[src/rtl/branch_pkg.sv]
// Shared definitions for the branch resolve unit: compare op-codes and the
// output-register FSM states.
package branch_pkg;

  localparam logic [3:0] OP_EQ  = 4'd0;
  localparam logic [3:0] OP_NE  = 4'd1;
  localparam logic [3:0] OP_GTZ = 4'd2;
  localparam logic [3:0] OP_GEZ = 4'd3;
  localparam logic [3:0] OP_LTZ = 4'd4;
  localparam logic [3:0] OP_LEZ = 4'd5;
  localparam logic [3:0] OP_LT  = 4'd6;
  localparam logic [3:0] OP_LTU = 4'd7;
  localparam logic [3:0] OP_GE  = 4'd8;
  localparam logic [3:0] OP_GEU = 4'd9;

  typedef enum logic {
    ST_EMPTY = 1'b0,
    ST_FULL  = 1'b1
  } state_e;

endpackage

[src/rtl/branch_cmp.sv]
// Purely combinational branch condition evaluator; codes 10-15 flag illegal
// and never report taken.
module branch_cmp
  import branch_pkg::*;
#(
  parameter int DATA_W = 32
) (
  input  logic [3:0]        op,
  input  logic [DATA_W-1:0] a,
  input  logic [DATA_W-1:0] b,
  output logic              taken,
  output logic              illegal
);

  logic aNeg;
  logic aZero;

  // Zero-relative compares only need the sign bit and a zero detect.
  assign aNeg  = a[DATA_W-1];
  assign aZero = (a == '0);

  always_comb begin
    taken   = 1'b0;
    illegal = 1'b0;
    case (op)
      OP_EQ:   taken = (a == b);
      OP_NE:   taken = (a != b);
      OP_GTZ:  taken = !aNeg && !aZero;
      OP_GEZ:  taken = !aNeg;
      OP_LTZ:  taken = aNeg;
      OP_LEZ:  taken = aNeg || aZero;
      OP_LT:   taken = ($signed(a) < $signed(b));
      OP_LTU:  taken = (a < b);
      OP_GE:   taken = ($signed(a) >= $signed(b));
      OP_GEU:  taken = (a >= b);
      default: illegal = 1'b1;
    endcase
  end

endmodule

[src/rtl/branch_resolve_unit.sv]
// Branch resolve stage with a one-entry valid/ready output register.
// Optional saturating statistics counters are enabled by BRANCH_RESOLVE_STATS_EN.
module branch_resolve_unit
  import branch_pkg::*;
#(
  parameter int DATA_W = 32,
  parameter int ADDR_W = 32,
  parameter int TAG_W  = 4,
  parameter int CNT_W  = 32
) (
  input  logic              clk,
  input  logic              rst_n,
  input  logic              in_valid,
  output logic              in_ready,
  input  logic [3:0]        in_op,
  input  logic [DATA_W-1:0] in_a,
  input  logic [DATA_W-1:0] in_b,
  input  logic [ADDR_W-1:0] in_pc,
  input  logic [ADDR_W-1:0] in_target,
  input  logic              in_pred_taken,
  input  logic [TAG_W-1:0]  in_tag,
  input  logic              flush,
  output logic              out_valid,
  input  logic              out_ready,
  output logic              out_taken,
  output logic              out_mispredict,
  output logic              out_illegal,
  output logic [ADDR_W-1:0] out_redirect_pc,
  output logic [TAG_W-1:0]  out_tag
`ifdef BRANCH_RESOLVE_STATS_EN
  ,
  output logic [CNT_W-1:0]  stat_branches,
  output logic [CNT_W-1:0]  stat_taken,
  output logic [CNT_W-1:0]  stat_mispredicts
`endif
);

  state_e              state_q, state_d;
  logic                taken_q, taken_d;
  logic                mis_q, mis_d;
  logic                ill_q, ill_d;
  logic [ADDR_W-1:0]   redir_q, redir_d;
  logic [TAG_W-1:0]    tag_q, tag_d;
  logic                accept;
  logic                cmpTaken;
  logic                cmpIllegal;

  assign out_valid       = (state_q == ST_FULL);
  assign in_ready        = !out_valid || out_ready;
  assign accept          = in_valid && in_ready;
  assign out_taken       = taken_q;
  assign out_mispredict  = mis_q;
  assign out_illegal     = ill_q;
  assign out_redirect_pc = redir_q;
  assign out_tag         = tag_q;

  branch_cmp #(.DATA_W(DATA_W)) u_cmp (
    .op     (in_op),
    .a      (in_a),
    .b      (in_b),
    .taken  (cmpTaken),
    .illegal(cmpIllegal)
  );

  // Flush wins over a same-cycle accept; the result fields keep their old
  // contents unless a new transaction actually loads.
  always_comb begin
    state_d = state_q;
    taken_d = taken_q;
    mis_d   = mis_q;
    ill_d   = ill_q;
    redir_d = redir_q;
    tag_d   = tag_q;
    if (flush) begin
      state_d = ST_EMPTY;
    end else if (accept) begin
      state_d = ST_FULL;
      taken_d = cmpTaken;
      mis_d   = cmpTaken ^ in_pred_taken;
      ill_d   = cmpIllegal;
      redir_d = cmpTaken ? in_target : in_pc + ADDR_W'(4);
      tag_d   = in_tag;
    end else if (out_ready) begin
      state_d = ST_EMPTY;
    end
  end

  always_ff @(posedge clk or negedge rst_n) begin
    if (!rst_n) begin
      state_q <= ST_EMPTY;
      taken_q <= 1'b0;
      mis_q   <= 1'b0;
      ill_q   <= 1'b0;
      redir_q <= '0;
      tag_q   <= '0;
    end else begin
      state_q <= state_d;
      taken_q <= taken_d;
      mis_q   <= mis_d;
      ill_q   <= ill_d;
      redir_q <= redir_d;
      tag_q   <= tag_d;
    end
  end

`ifdef BRANCH_RESOLVE_STATS_EN
  logic             handshake;
  logic [CNT_W-1:0] branches_q;
  logic [CNT_W-1:0] takenCnt_q;
  logic [CNT_W-1:0] misCnt_q;

  // A result dropped by flush never counts, even if it was being handed off.
  assign handshake        = out_valid && out_ready && !flush;
  assign stat_branches    = branches_q;
  assign stat_taken       = takenCnt_q;
  assign stat_mispredicts = misCnt_q;

  always_ff @(posedge clk or negedge rst_n) begin
    if (!rst_n) begin
      branches_q <= '0;
      takenCnt_q <= '0;
      misCnt_q   <= '0;
    end else if (handshake) begin
      if (branches_q != '1) branches_q <= branches_q + CNT_W'(1);
      if (taken_q && takenCnt_q != '1) takenCnt_q <= takenCnt_q + CNT_W'(1);
      if (mis_q && misCnt_q != '1) misCnt_q <= misCnt_q + CNT_W'(1);
    end
  end
`else
  if (CNT_W < 1) begin : g_bad_cnt_w
    $error("CNT_W must be at least 1");
  end
`endif

endmodule

[config.mk]
export PLATFORM = sky130hd
export DESIGN_NAME = branch_resolve_unit
export DESIGN_NICKNAME = d
export VERILOG_FILES = /design/src/rtl/branch_pkg.sv /design/src/rtl/branch_cmp.sv /design/src/rtl/branch_resolve_unit.sv
export SDC_FILE = /design/constraint.sdc
export NUM_CORES = 1
export LEC_CHECK = 0
export CORE_MARGIN = 5
export CORE_UTILIZATION = 25
export CTS_BUF_LIST = sky130_fd_sc_hd__clkbuf_16
export CTS_CLUSTER_DIAMETER = 150
export DETAILED_ROUTE_END_ITERATION = 7
export DONT_BUFFER_PORTS = 1
export SYNTH_ARGS = -nofsm -noshare
export SYNTH_HDL_FRONTEND = slang
export SYNTH_SLANG_ARGS = --single-unit
[constraint.sdc]
create_clock -name clk -period 1.9 [get_ports clk]
set_input_delay 0 -clock clk [delete_from_list [all_inputs] [get_ports clk]]
set_output_delay 0 -clock clk [all_outputs]
set_load 0.005 [all_outputs]
== Word-level counts from Yosys, hierarchy flattened ==
Index checks and enable logic that the tools add are counted.

* Register bits: 40
* Input port bits: 142
* Output and inout port bits: 41
* Logic and storage cells: 42

* Add/subtract/negate cells: 1
* Magnitude comparators: 4
* Eq/ne operators: 11
* Mux-type cells: 6
* Bitwise operators: 2
* Reduce and logical (&&, ||, !) cells: 12

{| class="wikitable"
|+ Operators by type and width
! cell !! number
|-
| $ge A32 B32 Y1 || 2
|-
| $lt A32 B32 Y1 || 2
|-
| $add A32 B3 Y32 const B || 1
|-
| $eq A32 B32 Y1 || 1
|-
| $logic_not A32 Y1 || 1
|-
| $mux W32 || 1
|-
| $ne A32 B32 Y1 || 1
|-
| $eq A4 B3 Y1 const B || 4
|-
| $pmux W1 S10 || 1
|-
| $reduce_or A10 Y1 || 1
|-
| $eq A4 B2 Y1 const B || 2
|-
| $eq A4 B4 Y1 const B || 2
|-
| $eq A4 B1 Y1 const B || 1
|-
| $logic_not A4 Y1 || 1
|-
| $mux W1 || 4
|-
| $logic_not A1 Y1 || 3
|-
| $reduce_bool A3 Y1 || 1
|-
| $logic_and A1 B1 Y1 || 2
|-
| $logic_or A1 B1 Y1 || 2
|-
| $reduce_and A2 Y1 || 1
|-
| $not A1 Y1 || 1
|-
| $xor A1 B1 Y1 || 1
|}

== Depth between registers and ports, before layout ==
Gate-level depths: netlist of run 1.

* Depth in word-level cells: 5
* Mapped depth: 12
* Gate-level depth less buffers: 10

== Hierarchy ==
From an unflattened synthesis of run 1, not the netlist that was laid out.

* Cells, all modules: 430
* Area total of the unflattened synthesis: 3437.0 µm²

{| class="wikitable"
|+ By module, submodules not included
! module !! instances !! cells each !! area an instance (µm²) !! sequential area each (µm²)
|-
| branch_resolve_unit || 1 || 285 || 2381.0 || 1001.0
|-
| branch_cmp || 1 || 145 || 1056.0 || 0.0
|}

== Worst setup path after synthesis of run 1 ==
Ideal clock, no wire load.

* Kind: input port to flip-flop
* Start: in in_b[30]
* End: reg redir_q[11] (netlist: out_redirect_pc[11])
* Library setup time: 80 ps
* Arrival time: 2293 ps
* Required time: 1820 ps
* Setup slack: -473 ps
* Cell stages on the path: 11
* Buffers on the path: 1
* Cell sequence: inv_1 -> ha_1 -> nand4_2 -> nor3_1 -> a211o_1 -> or3_1 -> xor2_1 -> a32o_1 -> buf_6 -> or4_4 -> o211ai_2

* Cells in the longest elaborated chain, start to end: 3
* Elaborated cells on any way between the ends: 8
* Classes of those cells: order compare: 4; eq/ne: 2; mux: 2

{| class="wikitable"
|+ Ends and longest elaborated chain
! item !! RTL line !! source
|-
| start, declared || branch_resolve_unit.sv:17 || <nowiki>input logic [DATA_W-1:0] in_b,</nowiki>
|-
| $ge A32 B32 Y1, or another cell as far along || branch_cmp.sv:35 || <nowiki>OP_GEU: taken = (a >= b);</nowiki>
|-
| $pmux W1 S10 * || branch_cmp.sv:25 || <nowiki>case (op)</nowiki>
|-
| $mux W32 * || branch_resolve_unit.sv:81 || <nowiki>redir_d = cmpTaken ? in_target : in_pc + ADDR_W'(4);</nowiki>
|-
| end signal, assigned || branch_resolve_unit.sv:101 || <nowiki>redir_q <= redir_d;</nowiki>
|-
| end, declared || branch_resolve_unit.sv:42 || <nowiki>logic [ADDR_W-1:0] redir_q, redir_d;</nowiki>
|}

Mark *: on every way between the ends. The rest lies on a longest branch, timed or not.
A chain may end at the register's enable or synchronous reset.

== Final worst setup path of run 1 ==
* Start: in in_b[15]
* End: reg redir_q[11] (netlist: out_redirect_pc[11])

The elaborated chain is that of the path after synthesis.

==> impl_metrics.json, run 1 <==
{
  "status": "complete, but fails checks",
  "violations": "hold timing, setup timing",
  "holdPathStages": 3,
  "synthDominantCellAreaShare": 0.288,
  "netlist_instances": 450,
  "holdWs_ns": -0.00227,
  "fin_crit_sh": 1.07,
  "grt_pass1_wl_microns": 20500,
  "cts_num_sinks": 40,
  "synth_cell_types": 44,
  "grt_max_degree": 41,
  "slew_viol_final": 0,
  "peakVddDrop_mv": 0.400,
  "num_vias": 3759,
  "worstHoldStart": "in_pc[28]",
  "area_growth_pct": 58.1,
  "drt-initial-drc-count": 254,
  "hold_viol": 4,
  "critPathArrivalTime_ns": 2.23,
  "cts_root_buf": "clkbuf_16",
  "synth_area_leader_cell": "dfrtp_1",
  "clk_path_buf_depth": 2,
  "die_w_microns": 128,
  "min_path_type": "primary input to flip-flop",
  "wl_met2_microns": 6830,
  "whs_endpoint": "out_redirect_pc[28]",
  "clk_pin_slew_ns": 0.06,
  "port_buffers": 0,
  "fin_cells": 717,
  "finalCriticalPeriod_ns": 2.03,
  "syn_area_per_cell_sq_um": 7.73,
  "setup_ws_ns": -0.130,
  "dr.pass1.iters": 4,
  "finalSetupViolCount": 33,
  "critical_path_class": "primary input to flip-flop",
  "cts.htree.levels": 2,
  "wl_microns": 13600,
  "async_flop_share": 1.00,
  "maxSlewHeadroom": 0.673,
  "synth_warnings": 0,
  "worstSetupEndpointType": "flip-flop",
  "io_pins": 183,
  "grt_pass1_vias": 3958,
  "nNetsFinal": 711,
  "ys_seq_area_frac": 0.288,
  "max_freq_mhz": 493,
  "layout_common_cells": "70 x nand2_1, 48 x dlygate4sd3_1, 40 x dfrtp_1",
  "max_cap_violations": 0,
  "place_hpwl_microns": 10400,
  "dieHeight_microns": 128,
  "coreArea_sq_um": 13800,
  "powerDensity_nw_per_um2": 574,
  "grt.overflow.total": 0,
  "drive_above_1_share": 0.313,
  "die_area_sq_um": 16400,
  "drtAntennaViolNets": 0,
  "ys_seq_elements": 40,
  "routedWlPerCell_microns": 18.9,
  "routed.top_layer": "met4",
  "syn-cell-area_sq_um": 3480,
  "met3_length_microns": 1140,
  "drc": 0,
  "r2r-end": "out_redirect_pc[11]",
  "worstMarginPinSlew_ns": 0.488,
  "required_ns": 2.10,
  "diodes": 0,
  "synth_edf_count": 0,
  "tritoncts": "yes",
  "worst_skew_pair.late_latency_ns": 0.28,
  "crit_fanout": 4,
  "met1Wirelength_microns": 5150,
  "synth.area.top_cells": "dfrtp_1 29%, ha_1 12%, nand2_1 7.7%",
  "skew_ns": 0.00659,
  "synth-main-ff-cell": "dfrtp_1",
  "initial_utilization": 0.252,
  "synth_fp_nets": 625,
  "r2r_setup_slack_ns": 0.18,
  "antenna_found_initial": 0,
  "p_leak_nw": 2.21,
  "placed_cells": 651,
  "rows": 43,
  "cp-start-kind": "primary input",
  "reg2reg_from": "out_valid",
  "final_common_cell": "nand2_1",
  "routabilityCongestion": 0.912,
  "rsz0062_at_grt": "true",
  "cts_made_buffers": 5,
  "grt_util_all_layers": 0.154,
  "vias_per_cell": 5.24,
  "worstRegToRegCells": 6
}
through the flow:
stage	total power [mW]	utilization	worst slack, ns	setup TNS, ns	area [sq um]
after floorplan	1.65	-	-0.230	-5.66	3750
after global placement	1.91	0.312	-0.479	-14.60	4300
after detailed placement	1.94	0.312	-0.526	-15.72	4300
after CTS	3.06	0.373	-0.113	-1.24	5140
after global routing	3.33	0.399	-0.235	-5.19	5500
final	3.16	0.399	-0.130	-1.76	5500
how the worst max path moves through the flow:
stage,cells after the start,from,slack [ns],endpoint
floorplan,11,in_b[21],-0.23,out_redirect_pc[11]
global placement,11,in_b[14],-0.48,out_redirect_pc[14]
detailed placement,13,in_b[7],-0.53,out_redirect_pc[0]
CTS,10,in_a[23],-0.11,out_redirect_pc[11]
global route,14,in_b[23],-0.23,out_redirect_pc[1]
finish,11,in_b[15],-0.13,out_redirect_pc[11]
cell usage after synthesis, drive strengths merged (4+ instances only):
cell type,instances
buf,5
and3,5
o31ai,16
a31oi,4
o211ai,12
dfrtp,40
xnor2,19
inv,42
nor4,12
nor2,23
nand2,71
nand4,23
nand3,21
xor2,10
o21ai,11
clkbuf,15
a21oi,33
nor3,20
a221o,5
ha,33
final cells by class:
cell class                      instances  area, sq um
Tap cell                              180          225
Sequential cell                        40         1000
Timing Repair Buffer                   99         1020
Clock buffer                            5          125
Multi-Input combinational cell        348         2910
Clock inverter                          3         37.5
Inverter                               42          185
Fill cell                            1416         8280
critical path: stages:
cell,delay [ns]
inv_2,0.03
ha_4,0.26
nand4_1,0.14
buf_4,0.18
a2111o_1,0.36
a31oi_4,0.23
o41ai_4,0.10
a32o_2,0.29
buf_4,0.17
or4_4,0.41
o211ai_2,0.07
cell families (layout without fill, tap and decap cells):
logic type / after synthesis / after routing / synth area share
simple gates: 191 / 191 / 0.268
buf+inv: 62 / 149 / 0.0705
fa+ha+maj: 33 / 33 / 0.119
flops: 40 / 40 / 0.288
xor+xnor: 29 / 29 / 0.0730
compound gates: 95 / 95 / 0.181
metal layers:
layer,vias up,global-route usage
li1,1793,-
met1,1783,0.176
met2,153,0.272
met3,30,0.0454
met4,0,0.0549
met5,-,0
where the power goes:
part	internal [mW]	total, mW	switching [mW]
logic	0.539	1.03	0.487
clock network	0.611	0.963	0.352
registers	1.01	1.17	0.154
total	2.16	3.16	0.993
repair_timing:
item | 4_1_cts | 5_1_grt
gates resized for setup | 34 | 61
hold endpoints to repair | 74 | 0
buffers inserted | 0 | 8
gates cloned | 0 | 1
pin swaps | 16 | 30
hold buffers | 49 | 0
setup endpoints to repair | 34 | 34
registers in the layout, summed over array words and instances (netlist names):
register,flops
out_redirect_pc,32
out_tag,4
out_illegal,1
out_mispredict,1
out_taken,1
out_valid,1
(Power assumes the default switching activity.)
==> inputs of run 2 (changes only) <==
- CORE_MARGIN: 5 -> 4
==> run 2 against run 1 <==
Net effect:
- the flow still finishes with violations (hold timing, setup timing)
- critical path depth is 2 higher
- cell count stayed put
- fmax is 3.5% lower
- clock power is 1% higher
- combinational power is 5% higher
- design area is 3.0% higher
- worst hold slack worse by 0.0027 ns
- sequential cell count stayed put
- register-to-register slack better by 0.06 ns
- non-clock buffer count is 4 higher
- largest power group unchanged
==> impl_metrics.json, run 2 (same netlist as run 1, synthesis figures left out) <==
{
  "worst_skew_pair.late_latency_ns": 0.28,
  "holdPathStages": 2,
  "antenna_found_initial": 0,
  "finalCriticalPeriod_ns": 2.10,
  "worstSetupEndpointType": "flip-flop",
  "worstRegToRegCells": 6,
  "grt_max_degree": 41,
  "violations": "hold timing, setup timing",
  "met1Wirelength_microns": 5390,
  "rsz0062_at_grt": "true",
  "coreArea_sq_um": 13500,
  "cts.htree.levels": 2,
  "min_path_type": "primary input to flip-flop",
  "cts_made_buffers": 5,
  "drt-initial-drc-count": 257,
  "finalSetupViolCount": 34,
  "placed_cells": 642,
  "grt.overflow.total": 0,
  "io_pins": 183,
  "rows": 42,
  "max_cap_violations": 0,
  "tritoncts": "yes",
  "status": "complete, but fails checks",
  "layout_common_cells": "71 x nand2_1, 48 x dlygate4sd3_1, 40 x dfrtp_1",
  "routed.top_layer": "met4",
  "cts_root_buf": "clkbuf_16",
  "clk_path_buf_depth": 2,
  "wl_met2_microns": 6680,
  "drc": 0,
  "clk_pin_slew_ns": 0.06,
  "grt_pass1_wl_microns": 20300,
  "setup_ws_ns": -0.203,
  "port_buffers": 0,
  "dieHeight_microns": 126,
  "die_w_microns": 126,
  "peakVddDrop_mv": 0.434,
  "grt_util_all_layers": 0.154,
  "die_area_sq_um": 15900,
  "drive_above_1_share": 0.316,
  "required_ns": 2.06,
  "cts_num_sinks": 40,
  "crit_fanout": 7,
  "diodes": 0,
  "nNetsFinal": 715,
  "vias_per_cell": 5.27,
  "dr.pass1.iters": 4,
  "critPathArrivalTime_ns": 2.26,
  "routedWlPerCell_microns": 19.1,
  "worstMarginPinSlew_ns": 0.476,
  "met3_length_microns": 1060,
  "maxSlewHeadroom": 0.681,
  "cp-start-kind": "primary input",
  "skew_ns": 0.00485,
  "preCtsSetupSlack_ns": -0.511,
  "p_leak_nw": 2.27,
  "max_freq_mhz": 476,
  "hold_viol": 1,
  "final_util": 0.421,
  "drtAntennaViolNets": 0,
  "critical_path_class": "primary input to flip-flop",
  "grt_pass1_vias": 3959,
  "area_growth_pct": 62.8,
  "routabilityCongestion": 0.835,
  "largest_register_ffs": 32,
  "final_cell_area_sq_um": 5660,
  "final_common_cell": "nand2_1",
  "initial_utilization": 0.258,
  "fin_crit_sh": 1.11,
  "place_hpwl_microns": 10100,
  "setup_tns_ns": -4.98,
  "num_vias": 3777,
  "wl_microns": 13700,
  "slew_viol_final": 0,
  "post_dp_cell_area_sq_um": 4230,
  "r2r_setup_slack_ns": 0.24,
  "p_total_mw": 3.22,
  "holdWs_ns": -0.00501,
  "powerDensity_nw_per_um2": 569,
  "fin_cells": 717
}
## run 2: cell count changes in the layout (fill, tap and decap cells not counted), moves of 4 or more
cell	previous run	this run
a21oi_1	13	9
clkbuf_16	5	9
inv_2	16	10
nor3_1	7	14
nor3_2	12	4
o21ai_2	6	2
## run 2: per-layer routing
metal,up-vias,track usage
li1,1799,-
met1,1781,0.182
met2,161,0.264
met3,36,0.0411
met4,0,0.0662
met5,-,0
## run 2: what timing repair did
| item | CTS | global route |
|---|---|---|
| setup endpoints to repair | 34 | 34 |
| resized for setup | 32 | 81 |
| endpoints found under the hold margin | 74 | 1 |
| setup buffers | 4 | 10 |
| hold buffers | 48 | 1 |
| cloned | 0 | 5 |
| pin swaps | 4 | 43 |
## run 2: final cells by class
type / instances / area, sq um
Multi-Input combinational cell: 348 / 2910
Inverter: 42 / 220
Tap cell: 176 / 220
Timing Repair Buffer: 103 / 1140
Sequential cell: 40 / 1000
Fill cell: 1305 / 7790
Clock inverter: 3 / 42.5
Clock buffer: 5 / 125
## run 2: path summary, 6_finish.rpt
path / from / end
worst max-delay path: in_b[21] / out_redirect_pc[19]
worst min-delay path: in_pred_taken / out_mispredict
worst max register to register: out_valid / out_redirect_pc[11]
worst min register to register: out_tag[0] / out_tag[0]
max in group asynchronous: rst_n / out_illegal
min in group asynchronous: rst_n / out_redirect_pc[6]
## run 2: power breakdown
group	internal (mW)	switching (mW)
Clock	0.618	0.356
Combinational	0.575	0.506
Sequential	1.01	0.153
Total	2.20	1.01
## run 2: critical path, cell delays in order
cell and delay (ns):
inv_12 0.01, ha_4 0.22, a21oi_2 0.13, o21ai_2 0.07
a211o_1 0.33, or3_4 0.35, xor2_2 0.16, buf_4 0.16
a32oi_4 0.19, buf_12 0.16, buf_12 0.14, a21oi_1 0.07
a221o_1 0.27
==> inputs of run 3 (changes only) <==
- CELL_PAD_IN_SITES_DETAIL_PLACEMENT: not set -> 2
- CELL_PAD_IN_SITES_GLOBAL_PLACEMENT: not set -> 2
- CORE_UTILIZATION: 25 -> 34
- PLACE_DENSITY_LB_ADDON: not set -> 0.1
- SYNTH_HIERARCHICAL: not set -> 1
==> run 3 against run 2 <==
Net effect:
- the run ends with setup timing left
- power up 0.92%
- critical path depth shrank 1
- setup slack worse by 0.15 ns
- sequential power about the same
- register-to-register slack worse by 0.13 ns
- combinational power is essentially flat
- cell count fell by 10%
- global-route usage rose by 12 points
- synthesized area fell by 1.2%
- non-clock buffer count shrank 16
- die area is 26% lower
- utilization rose by 11 points
- critical path type unchanged
- critical endpoint is now out_redirect_pc[31]
==> impl_metrics.json, run 3 <==
{
  "drc": 0,
  "drive_above_1_share": 0.241,
  "async_flop_share": 1.00,
  "rsz0062_at_grt": "true",
  "coreArea_sq_um": 9820,
  "synth_edf_count": 0,
  "tritoncts": "yes",
  "synth_cell_types": 52,
  "critical_path.max_stage_delay_ns": 0.42,
  "hold_viol": 0,
  "cp_cell_sequence": "inv_8 -> ha_4 -> nor2b_4 -> o211ai_1 -> a2111o_1 -> a31o_1 -> mux2_4 -> o221ai_4 -> inv_2 -> or3_1 -> o21ai_1 -> a21oi_1",
  "wl_microns": 17200,
  "initial_utilization": 0.350,
  "seq_power_share": 0.360,
  "vias_per_cell": 5.90,
  "worst_skew_pair.late_latency_ns": 0.30,
  "synth_fp_nets": 605,
  "internal_power_mw": 2.15,
  "path_delay_family": "compound AO/OA/AOI/OAI gates",
  "largest_register_ffs": 32,
  "crit_fanout": 5,
  "grt_max_degree": 41,
  "seq_area_sq_um": 1000,
  "synth_most_common_cell": "nand2_1",
  "syn_area_per_cell_sq_um": 7.99,
  "max_cap_violations": 0,
  "port_buffers": 0,
  "layout_common_cells": "60 x dlygate4sd3_1, 55 x nand2_1, 40 x dfrtp_1",
  "switching_share": 0.339,
  "synth_warnings": 6,
  "grt_pass1_vias": 4436,
  "syn-cell-area_sq_um": 3440,
  "routedWlPerCell_microns": 26.8,
  "critical_path_class": "primary input to flip-flop",
  "grt.overflow.total": 0,
  "synth.area.top_cells": "dfrtp_1 29%, ha_1 12%, nand2_1 6.1%",
  "num_vias": 3801,
  "cts.htree.levels": 2,
  "slew_viol_final": 0,
  "grt_pass1_wl_microns": 24500,
  "finalCriticalPeriod_ns": 2.25,
  "cts_made_buffers": 5,
  "dr.pass1.iters": 4,
  "synth-main-ff-cell": "dfrtp_1",
  "cts_root_buf": "clkbuf_16",
  "finalSetupViolCount": 34,
  "skew_ns": 0.00860,
  "rows": 36,
  "powerDensity_nw_per_um2": 621,
  "fin_crit_sh": 1.18,
  "die_area_sq_um": 11800,
  "p_leak_nw": 2.06,
  "p_clk_frac": 0.305,
  "multi_input_area_sq_um": 2830,
  "ys_seq_elements": 40,
  "die_w_microns": 109,
  "place_hpwl_microns": 9860,
  "p_switching_mw": 1.10,
  "peakVddDrop_mv": 0.391,
  "clk_path_buf_depth": 2,
  "violations": "setup timing",
  "netlist_instances": 430,
  "nNetsFinal": 685,
  "status": "complete, but fails checks",
  "grt_util_all_layers": 0.270,
  "synth_area_leader_cell": "dfrtp_1",
  "cp-start-kind": "primary input",
  "synth_commonest_cells": "56 x nand2_1, 40 x dfrtp_1, 38 x a21oi_1",
  "worstMarginPinSlew_ns": 0.669,
  "slowest_stage": "or3_1",
  "cp_num_buf_inv": 2,
  "synthDominantCellAreaShare": 0.291,
  "routabilityCongestion": 0.797,
  "setup_tns_ns": -6.11,
  "area_growth_pct": 52.3,
  "antenna_found_initial": 0,
  "setup_ws_ns": -0.350,
  "min_path_type": "primary input to flip-flop",
  "clk_pin_slew_ns": 0.06,
  "worstSetupEndpointType": "flip-flop",
  "dieHeight_microns": 109,
  "p_total_mw": 3.25,
  "drtAntennaViolNets": 0,
  "fillCellCount": 999,
  "maxSlewHeadroom": 0.550,
  "final_common_cell": "dlygate4sd3_1",
  "max_freq_mhz": 444,
  "critPathArrivalTime_ns": 2.42,
  "required_ns": 2.07,
  "io_pins": 183,
  "cts_num_sinks": 40,
  "combPwrFrac": 0.335,
  "diodes": 0,
  "drt-initial-drc-count": 147,
  "ys_seq_area_frac": 0.291
}
run 3: layer usage:
layer / vias to the layer above / routed length [microns] / GRT usage
met5: - / 0 / 0
met4: 0 / 314 / 0.0766
met3: 28 / 1470 / 0.0955
met2: 165 / 8800 / 0.490
met1: 1895 / 6650 / 0.296
li1: 1713 / - / -
run 3: kinds of logic (layout without fill, tap and decap cells):
group | count (synthesis) | in the layout | synth area share
buf+inv | 53 | 134 | 0.0601
fa+ha+maj | 33 | 33 | 0.120
flops | 40 | 40 | 0.291
simple gates | 169 | 169 | 0.268
xor+xnor | 22 | 22 | 0.0561
mux | 6 | 6 | 0.0189
compound gates | 107 | 107 | 0.186
run 3: through the flow:
step	cell area, sq um	utilization	hold slack [ns]	std cells	worst slack [ns]
CTS	4990	0.508	0.0111	640	-0.217
global placement	3890	0.396	-0.295	568	-0.532
finish	5240	0.533	0.0145	644	-0.350
detailed placement	3890	0.396	-0.294	568	-0.651
global route	5240	0.533	0.0347	644	-0.421
floorplan	3630	-	-0.296	430	-0.360
run 3: repair_timing:
item	in CTS	in global routing
hold buffers	60	1
setup endpoints to repair	34	34
buffers inserted	3	5
hold endpoints to repair	76	1
cloned	2	0
resized for setup	44	42
pin swaps	25	19
run 3: final timing paths:
path                                    start             endpoint  slack [ns]  cells after the start
worst max register to register      out_valid   out_redirect_pc[1]        0.11                      7
min in group asynchronous               rst_n  out_redirect_pc[22]        0.23                      2
worst min register to register     out_tag[1]           out_tag[1]        0.53                      2
worst max-delay path                  in_b[1]  out_redirect_pc[31]       -0.35                     12
worst min-delay path            in_target[15]  out_redirect_pc[15]        0.01                      3
max in group asynchronous               rst_n  out_redirect_pc[11]        1.44                      2
run 3: power by group through the flow:
stage / sequential, mW / combinational (mW) / clock, mW
CTS: 1.16 / 0.945 / 0.982
floorplan: 1.11 / 0.531 / 0
detailed placement: 1.17 / 0.693 / 0
global placement: 1.17 / 0.649 / 0
global route: 1.19 / 1.18 / 1.03
finish: 1.17 / 1.09 / 0.991
run 3: worst min-delay path, delay by kind of cell:
kind             cells  cell delay [ns]
AO/OA/AOI/OAI        2             0.12
AND/OR/NAND/NOR      1             0.14
run 3: cell type report:
| type | count | share of cell area |
|---|---|---|
| timing repair buffer | 87 | 0.170 |
| inverter | 39 | 0.0347 |
| sequential | 40 | 0.191 |
| tap | 133 | 0.0318 |
| clock inverter | 3 | 0.00717 |
| multi-input combinational | 337 | 0.541 |
| clock buffer | 5 | 0.0239 |
